$ cat src/rtl/uart_tx_fifo.sv
// -----------------------------------------------------------------------------
// uart_tx_fifo
//
// Purpose:
//   UART transmitter with a small TX FIFO in front of it. Each frame's format
//   comes from tx_conf_i, captured at the moment the frame's word is popped.
//   Supported formats: 5..8 data bits sent LSB first, optional even/odd
//   parity, and 1, 1.5 or 2 stop bits. Bit timing is counted in baud_tick_i
//   pulses, OVERSAMPLE ticks per bit period.
//
// Parameters:
//   OVERSAMPLE  baud ticks per bit period (even, >= 4)
//   FIFO_DEPTH  TX FIFO entries (power of two, >= 2)
//
// Ports:
//   clk_i        single clock
//   rst_i        synchronous active-low reset
//   baud_tick_i  one-cycle enable at OVERSAMPLE x baud rate
//   tx_en_i      permits new frames to start (running frame always completes)
//   tx_conf_i    {data_size[1:0], stop_size[1:0], parity_en, parity_odd}
//   tx_valid_i   FIFO write strobe, accepted when tx_ready_o=1
//   tx_data_i    FIFO write data
//   break_i      (only with UART_TX_BREAK_EN) hold line low while idle
//   tx_ready_o   FIFO not full
//   busy_o       frame in progress or FIFO non-empty
//   tx_done_o    one-cycle pulse at end of each frame
//   uart_tx_o    serial line, idle high
//
// Optional feature macro: UART_TX_BREAK_EN (adds break_i).
// -----------------------------------------------------------------------------
module uart_tx_fifo #(
    parameter int OVERSAMPLE = 16,
    parameter int FIFO_DEPTH = 4
) (
    input  logic       clk_i,
    input  logic       rst_i,
    input  logic       baud_tick_i,
    input  logic       tx_en_i,
    input  logic [5:0] tx_conf_i,
    input  logic       tx_valid_i,
    input  logic [7:0] tx_data_i,
`ifdef UART_TX_BREAK_EN
    input  logic       break_i,
`endif
    output logic       tx_ready_o,
    output logic       busy_o,
    output logic       tx_done_o,
    output logic       uart_tx_o
);

    localparam int PTR_W  = $clog2(FIFO_DEPTH);
    localparam int CNT_W  = $clog2(FIFO_DEPTH + 1);
    localparam int TICK_W = $clog2(2 * OVERSAMPLE);

    localparam logic [PTR_W-1:0]  PTR_ONE     = PTR_W'(1);
    localparam logic [CNT_W-1:0]  CNT_ONE     = CNT_W'(1);
    localparam logic [CNT_W-1:0]  FULL_CNT    = CNT_W'(FIFO_DEPTH);
    localparam logic [TICK_W-1:0] TICK_ONE    = TICK_W'(1);
    localparam logic [TICK_W-1:0] BIT_LAST    = TICK_W'(OVERSAMPLE - 1);
    localparam logic [TICK_W-1:0] STOP15_LAST = TICK_W'(OVERSAMPLE + OVERSAMPLE / 2 - 1);
    localparam logic [TICK_W-1:0] STOP2_LAST  = TICK_W'(2 * OVERSAMPLE - 1);

    typedef enum logic [2:0] {
        S_IDLE   = 3'd0,
        S_START  = 3'd1,
        S_DATA   = 3'd2,
        S_PARITY = 3'd3,
        S_STOP   = 3'd4,
        S_DONE   = 3'd5
    } state_t;

    // Break request, tied off when the feature is not built in.
    logic break_w;
`ifdef UART_TX_BREAK_EN
    assign break_w = break_i;
`else
    assign break_w = 1'b0;
`endif

    // FIFO storage and bookkeeping
    logic [7:0]       mem_q [FIFO_DEPTH];
    logic [PTR_W-1:0] wr_ptr_q, rd_ptr_q;
    logic [CNT_W-1:0] count_q, count_d;
    logic             wr_en;
    logic             pop;

    // Frame engine
    state_t            state_q, state_d;
    logic [TICK_W-1:0] tick_q, tick_d;
    logic [2:0]        bit_q, bit_d;
    logic [7:0]        data_q;
    logic [5:0]        conf_q;

    // Registered outputs
    logic uart_tx_q, uart_tx_d;
    logic tx_done_q;
    logic busy_q;
    logic tx_ready_q;

    // Frame format decoded from the configuration captured at pop time
    logic [2:0]        bit_last;
    logic [7:0]        data_mask;
    logic              parity_bit;
    logic [TICK_W-1:0] stop_last;

    assign bit_last   = 3'd4 + {1'b0, conf_q[5:4]};
    assign data_mask  = 8'hFF >> (2'd3 - conf_q[5:4]);
    assign parity_bit = (^(data_q & data_mask)) ^ conf_q[0];

    always_comb begin
        stop_last = STOP2_LAST;
        case (conf_q[3:2])
            2'b00:   stop_last = BIT_LAST;
            2'b01:   stop_last = STOP15_LAST;
            default: stop_last = STOP2_LAST;
        endcase
    end

    // tx_ready_q always equals "FIFO not full" for the current occupancy, so
    // a write offered while full is simply not accepted.
    assign wr_en = tx_valid_i && tx_ready_q;

    // Next-state logic. Tick counter is cleared on every state entry.
    always_comb begin
        state_d = state_q;
        tick_d  = tick_q;
        bit_d   = bit_q;
        pop     = 1'b0;
        case (state_q)
            S_IDLE: begin
                // Only words already stored can be popped: count_q excludes
                // a write arriving on this same edge.
                if ((count_q != '0) && tx_en_i && !break_w) begin
                    pop     = 1'b1;
                    state_d = S_START;
                    tick_d  = '0;
                    bit_d   = '0;
                end
            end
            S_START: begin
                if (baud_tick_i) begin
                    if (tick_q == BIT_LAST) begin
                        state_d = S_DATA;
                        tick_d  = '0;
                    end else begin
                        tick_d = tick_q + TICK_ONE;
                    end
                end
            end
            S_DATA: begin
                if (baud_tick_i) begin
                    if (tick_q == BIT_LAST) begin
                        tick_d = '0;
                        if (bit_q == bit_last) begin
                            state_d = conf_q[1] ? S_PARITY : S_STOP;
                        end else begin
                            bit_d = bit_q + 3'd1;
                        end
                    end else begin
                        tick_d = tick_q + TICK_ONE;
                    end
                end
            end
            S_PARITY: begin
                if (baud_tick_i) begin
                    if (tick_q == BIT_LAST) begin
                        state_d = S_STOP;
                        tick_d  = '0;
                    end else begin
                        tick_d = tick_q + TICK_ONE;
                    end
                end
            end
            S_STOP: begin
                if (baud_tick_i) begin
                    if (tick_q == stop_last) begin
                        state_d = S_DONE;
                        tick_d  = '0;
                    end else begin
                        tick_d = tick_q + TICK_ONE;
                    end
                end
            end
            S_DONE: begin
                state_d = S_IDLE;
            end
            default: begin
                state_d = S_IDLE;
                tick_d  = '0;
                bit_d   = '0;
            end
        endcase
    end

    always_comb begin
        count_d = count_q;
        case ({wr_en, pop})
            2'b10:   count_d = count_q + CNT_ONE;
            2'b01:   count_d = count_q - CNT_ONE;
            default: count_d = count_q;
        endcase
    end

    // Line level for the current state; registered one cycle later.
    always_comb begin
        uart_tx_d = 1'b1;
        case (state_q)
            S_IDLE:   uart_tx_d = ~break_w;
            S_START:  uart_tx_d = 1'b0;
            S_DATA:   uart_tx_d = data_q[bit_q];
            S_PARITY: uart_tx_d = parity_bit;
            default:  uart_tx_d = 1'b1;
        endcase
    end

    always_ff @(posedge clk_i) begin
        if (!rst_i) begin
            state_q    <= S_IDLE;
            tick_q     <= '0;
            bit_q      <= '0;
            wr_ptr_q   <= '0;
            rd_ptr_q   <= '0;
            count_q    <= '0;
            data_q     <= '0;
            conf_q     <= '0;
            uart_tx_q  <= 1'b1;
            tx_done_q  <= 1'b0;
            busy_q     <= 1'b0;
            tx_ready_q <= 1'b1;
        end else begin
            state_q <= state_d;
            tick_q  <= tick_d;
            bit_q   <= bit_d;
            count_q <= count_d;
            if (wr_en) begin
                wr_ptr_q <= wr_ptr_q + PTR_ONE;
            end
            if (pop) begin
                rd_ptr_q <= rd_ptr_q + PTR_ONE;
                data_q   <= mem_q[rd_ptr_q];
                conf_q   <= tx_conf_i;
            end
            uart_tx_q  <= uart_tx_d;
            tx_done_q  <= (state_q == S_DONE);
            busy_q     <= (state_d != S_IDLE) || (count_d != '0);
            tx_ready_q <= (count_d != FULL_CNT);
        end
    end

    // FIFO array: no reset, emptiness is tracked by the pointers/count.
    always_ff @(posedge clk_i) begin
        if (wr_en) begin
            mem_q[wr_ptr_q] <= tx_data_i;
        end
    end

    assign uart_tx_o  = uart_tx_q;
    assign tx_done_o  = tx_done_q;
    assign busy_o     = busy_q;
    assign tx_ready_o = tx_ready_q;

endmodule

$ cat config.mk
export PLATFORM = sky130hd
export DESIGN_NAME = uart_tx_fifo
export DESIGN_NICKNAME = d
export VERILOG_FILES = /design/src/rtl/uart_tx_fifo.sv
export SDC_FILE = /design/constraint.sdc
export NUM_CORES = 1
export LEC_CHECK = 0
export CAP_MARGIN = 20
export CORE_ASPECT_RATIO = 0.75
export CORE_MARGIN = 3
export CORE_UTILIZATION = 45
export CTS_CLUSTER_SIZE = 24
export DETAILED_ROUTE_END_ITERATION = 6
export DONT_BUFFER_PORTS = 1
export SYNTH_ARGS = -nofsm -noshare
export SYNTH_HDL_FRONTEND = slang
export SYNTH_SLANG_ARGS = --single-unit
export TNS_END_PERCENT = 30
$ cat constraint.sdc
create_clock -name clk_i -period 4.5 [get_ports clk_i]
set_input_delay 0.45 -clock clk_i [delete_from_list [all_inputs] [get_ports clk_i]]
set_output_delay 0.45 -clock clk_i [all_outputs]
set_load 0.05 [all_outputs]
-- Word level (Yosys, flattened, before mapping)
Memory sizes are Yosys's and may differ from the RTL's. A register that Yosys moved wholly into a read port is not among the register bits.
Cells that the tools add are included.
- flip-flop bits (word level): 28
- bits in writable memories: 32
- input port bits: 19
- logic and storage cells: 90
- memories kept: 1
- add/sub/neg operators: 8
- order comparisons: 1
- equal/unequal tests: 18
- shift operators: 1
- muxes and demuxes: 32
- bitwise gates (word level): 4
- reductions and logical operators: 14
- memory list (name ; depth ; width ; read ports ; clocked after Yosys merged registers in ; wr ports ; line ; source):
    mem_q ; 4 ; 8 ; 1 ; 1 ; 1 ; 81 ; logic [7:0] mem_q [FIFO_DEPTH];
- operators with widths (kind ; number):
    2-to-1 mux 3 bit ; 15
    2-to-1 mux 5 bit ; 5
    case mux 5 bit (4 select lines) ; 1
    case mux 3 bit (5 select lines) ; 1
    inequality test 2 bit, second input constant ; 5
    case mux 5 bit (2 select lines) ; 1
    case mux 3 bit (3 select lines) ; 1
    nonzero test 3 bit ; 3
    AND 8 bit ; 1
    XOR reduction 8 bit ; 1
    right shift 8 x 2 -> 8 bit, first input constant ; 1
    adder 3 x 1 -> 3 bit, second input constant ; 2
    equality test 3 x 2 -> 1 bit, second input constant ; 2
    equality test 3 bit, second input constant ; 2
    case mux 3 bit (2 select lines) ; 1
    adder 5 x 1 -> 5 bit, second input constant ; 1
    equality test 5 x 4 -> 1 bit, second input constant ; 1
    equality test 5 bit ; 1
    2-to-1 mux 1 bit ; 5
    AND reduction 5 bit ; 1
    adder 2 x 1 -> 2 bit, second input constant ; 2
    equality test 2 x 1 -> 1 bit, second input constant ; 2
    less-than comparator 3 x 4 -> 1 bit, second input constant ; 1
    AND reduction 4 bit ; 1
    19 further kinds ; 21

-- Logic depth before layout (Yosys ltp)
- word-level depth: 8
- mapped depth: 14
- gate-level depth less buffers: 11

-- Worst setup path after synthesis
No wires, ideal clock.
- path type: register to register
- start: register state_q[0]
- end: register busy_q, in the netlist busy_o
- setup time: 115 ps
- arrival time: 3215 ps
- data required time: 4385 ps
- setup slack: 1171 ps
- stages on the path, launching flop included: 15
- path buffers: 3
- clock period less this slack: 3329 ps
- cells stage by stage: dfxtp_1 buf_6 or4b_4 or2_1 buf_6 inv_2 buf_2 ha_1 inv_1 fa_1 xor2_1 xor2_1 a31oi_1 or4_1 o21a_1
- cells in the longest elaborated chain, start to end: 6
- elaborated cells on any way between the ends: 23
- those cells by class: eq/ne (6); mux (13); reduce/logical (4)
- RTL lines (item ; line ; source):
    from (decl) ; 88 ; state_t state_q, state_d;
    from (signal assigned) ; 231 ; state_q <= state_d;
    zero test 3 bit (*) ; 129 ; case (state_q)
    2-to-1 mux 1 bit (*) ; 129 ;
    net pop ; 85 ; logic pop;
    equality test 2 x 1 -> 1 bit or equality test 2 bit (tied branches) ; 197 ; case ({wr_en, pop})
    case mux 3 bit (2 select lines) (*) ; 197 ;
    nonzero test 3 bit (*) ; 245 ; busy_q <= (state_d != S_IDLE) || (count_d != '0);
    logical OR 1 bit (*) ; 245 ;
    to (signal assigned) ; 245 ;
    to (decl) ; 97 ; logic busy_q;
The timed path passes the listed nets; every way through them passes the cells marked *.
A chain may end at the register's enable or synchronous reset.

-- Worst setup path in the final report
- start: register state_q[1]
- end: register busy_q, in the netlist busy_o
- cells in the longest elaborated chain, start to end: 6
- elaborated cells on any way between the ends: 23
- those cells by class: eq/ne (6); mux (13); reduce/logical (4)
- RTL lines (item ; line):
    zero test 3 bit or 2-to-1 mux 3 bit (tied branches) ; 129, 154
    2-to-1 mux 1 bit or 2-to-1 mux 3 bit (tied branches) ; 129, 152
    equality test 2 x 1 -> 1 bit (tied with other cells) ; 197
    case mux 3 bit (2 select lines) or case mux 3 bit (5 select lines) (tied branches) ; 197, 129
    nonzero test 3 bit ; 245
    logical OR 1 bit (*) ; 245
Every way passes the cells marked *; elsewhere a longest branch is shown, timed or not.

==> qor.txt <==
WL/cell: 16.1 µm
Hold/Removal Path Class: primary input to flip-flop
DRC Markers: 0
final setup TNS: 0 ns
commonest cells in the netlist: 49 x nand2_1, 36 x dfxtp_1, 32 x edfxtp_1
Synth Net Count: 308
Total Power: 1.94 mW
clk_lat worst skew: 0.34 ns
drt first pass iters: 4
syn avg cell area: 11.3 µm²
Post-Syn Area: 3160 µm²
cts repair resizes: 0
total power per unit cell area: 564 nW/µm²
fin. max-slew vios: 0
count leader, synth: nand2_1
Worst setup SP type: flip-flop
Distinct cells, synth: 49
CTS clk-pin slew, worst paths: 0.08 ns
Clock Tree Root: clkbuf_8
cts hold-fix bufs: 0
placed wire-length estimate: 4170 µm
EDFF count, synth: 32
Inst Count DP: 348
crit-path cells: or4b_4, or2_1, buf_4, inv_2, ha_1, inv_1, fa_1, xor2_1, xor2_1, a31oi_1, or4_1, o21a_1
DIE WIDTH: 103 µm
Final Hold Violating Endpoints: 0
DRT Wirelength: 5840 µm
Final ANT Viol Nets: 0
layout cells sized above 1: 12.0%
post-synthesis xor/xnor area fraction: 4.71%
ant diodes: 0
crit-path max FO: 18
Synth area leader: edfxtp_1
clk_skew: 0.00966 ns
Compound-Gate Fraction of Synth Area: 10.5%
Top Family by Delay on Critical Path: simple AND/OR/NAND/NOR gates
CTS sink cnt: 68
Area contributors post-synth: edfxtp_1 30%, dfxtp_1 23%, mux4_2 7.1%
total gr overflow: 0
yosys warns: 0
slowest stage delay, CP: 0.54 ns
Slowest cell on crit path: or4b_4
final setup fails: 0
fin crit share: 79.7%
vias in the first global route: 1,992
Setup crit end kind: flip-flop
Die Y: 78.6 µm
slew margin rel.: 57.7%
Post-Place Cell Area: 3200 µm²
final net count: 307
Seq cells post-synth: 68
gp weighted congestion: 0.840
Max Buffers Root-to-Sink: 2
Worst Tran Pin Value: 0.634 ns
top-area cell type share of the netlist area: 30.4%
port bufs: 0
H-tree depth: 3
CP arrival: 3.81 ns
Avg Vias per Cell: 5.42
Worst IR Drop VDD: 207 µV
CTS tree: built
RSZ-0062 raised after global routing: false
Iter 0 DRT Violations: 107
simple-gate share of the synthesized area: 16.6%
largest net degree at the start of global routing: 35
dpl ws: 0.919 ns
IO Pins: 23
P_leak: 1.17 nW
initial antenna violation count: 0
ys async rst share: 0%
CTS Buf Count: 9
die area: 8070 µm²
status: finished, final reports clean
worst setup slack after layout: 0.915 ns
Post-Synth Adder-Cell Area: 4.20%
non-filler cells, final: 364
Area Growth Syn to Fin: 8.71%
WHS: 0.204 ns
post-synthesis mux area share: 7.49%
critical path required time: 4.73 ns
Primary FF master, synth: dfxtp_1
largest family of logic cells by synthesized area: simple AND/OR/NAND/NOR gates
Seq/Total Area, Yosys: 53.2%
via count: 1,972
core area: 6540 µm²
Rows: 25
GRT Util Overall: 16.4%
fmax: 279 MHz
critical setup path kind: flip-flop to flip-flop
Mapped Cells: 279
most used cell along the critical path: xor2_1
Max Cap Viol: 0
sum of buffers and inverters on the critical path: 3
first-pass GRT wire length: 10,100 µm
Initial Util: 48.3%
fin util: 52.5%
Setup Buffers After CTS: 0
min Tclk post-route: 3.59 ns
post-route cell area: 3430 µm²
cell type report:
class                           count  area [µm²]
Fill cell                         564        3100
Sequential cell                    68        1680
Multi-Input combinational cell    189        1370
Clock buffer                       12         188
Tap cell                           81         101
Clock inverter                      4        51.3
Inverter                            9        33.8
Timing Repair Buffer                1        7.51
cells in the final DEF, fill, tap and decap left out, types with 5 or more instances in the layout:
master / synthesis / layout
a21boi_0: 10 / 10
a21boi_1: 9 / 9
and2_1: 5 / 5
and3_1: 6 / 6
clkbuf_8: 0 / 10
dfxtp_1: 36 / 36
edfxtp_1: 32 / 32
ha_1: 9 / 9
inv_1: 8 / 8
mux4_2: 10 / 10
nand2_1: 49 / 49
nand3_1: 5 / 5
nor2_1: 8 / 8
nor2b_1: 5 / 5
nor3_1: 7 / 7
o21ai_0: 9 / 9
xnor2_1: 14 / 14
registers in the layout, indices dropped and copies added (netlist names), 2 cells and up:
| register | count |
|---|---|
| rd_ptr_q | 2 |
| conf_q | 6 |
| data_q | 8 |
| wr_ptr_q | 2 |
| mem_q | 32 |
| bit_q | 3 |
| state_q | 3 |
| tick_q | 5 |
| count_q | 3 |
report_power, final:
part           leakage, nW  internal [mW]  switching [mW]
clock network        0.119          0.338           0.231
registers            0.587          0.742           0.120
logic                0.459          0.246           0.258
worst register-to-register path, stage by stage, from the launching register on:
cell,delay [ns]
dfxtp_1,0.40
or4b_4,0.55
or2_1,0.22
buf_4,0.20
inv_2,0.25
ha_1,0.25
inv_1,0.06
fa_1,0.37
xor2_1,0.24
xor2_1,0.18
a31oi_1,0.11
or4_1,0.48
o21a_1,0.18
final timing paths:
path	start	to	slack [ns]	cells after the start
max	state_q[1]	busy_o	0.91	12
min	tx_data_i[2]	mem_q[0][2]	0.20	0
max reg2reg	state_q[1]	busy_o	0.91	12
min reg2reg	data_q[7]	data_q[7]	0.48	2
layer usage:
metal | routed length [µm] | GRT usage (%)
met1 | 3010 | 23.8
met2 | 2420 | 23.1
met5 | 0 | 0
met3 | 347 | 5.77
met4 | 62 | 5.05
logic make-up after synthesis:
kind of cell / count (synthesis)
mux: 11
buf+inv: 22
fa+ha+maj: 10
xor+xnor: 17
simple gates: 104
compound gates: 47
flops: 68
(Power assumes the default switching activity.)
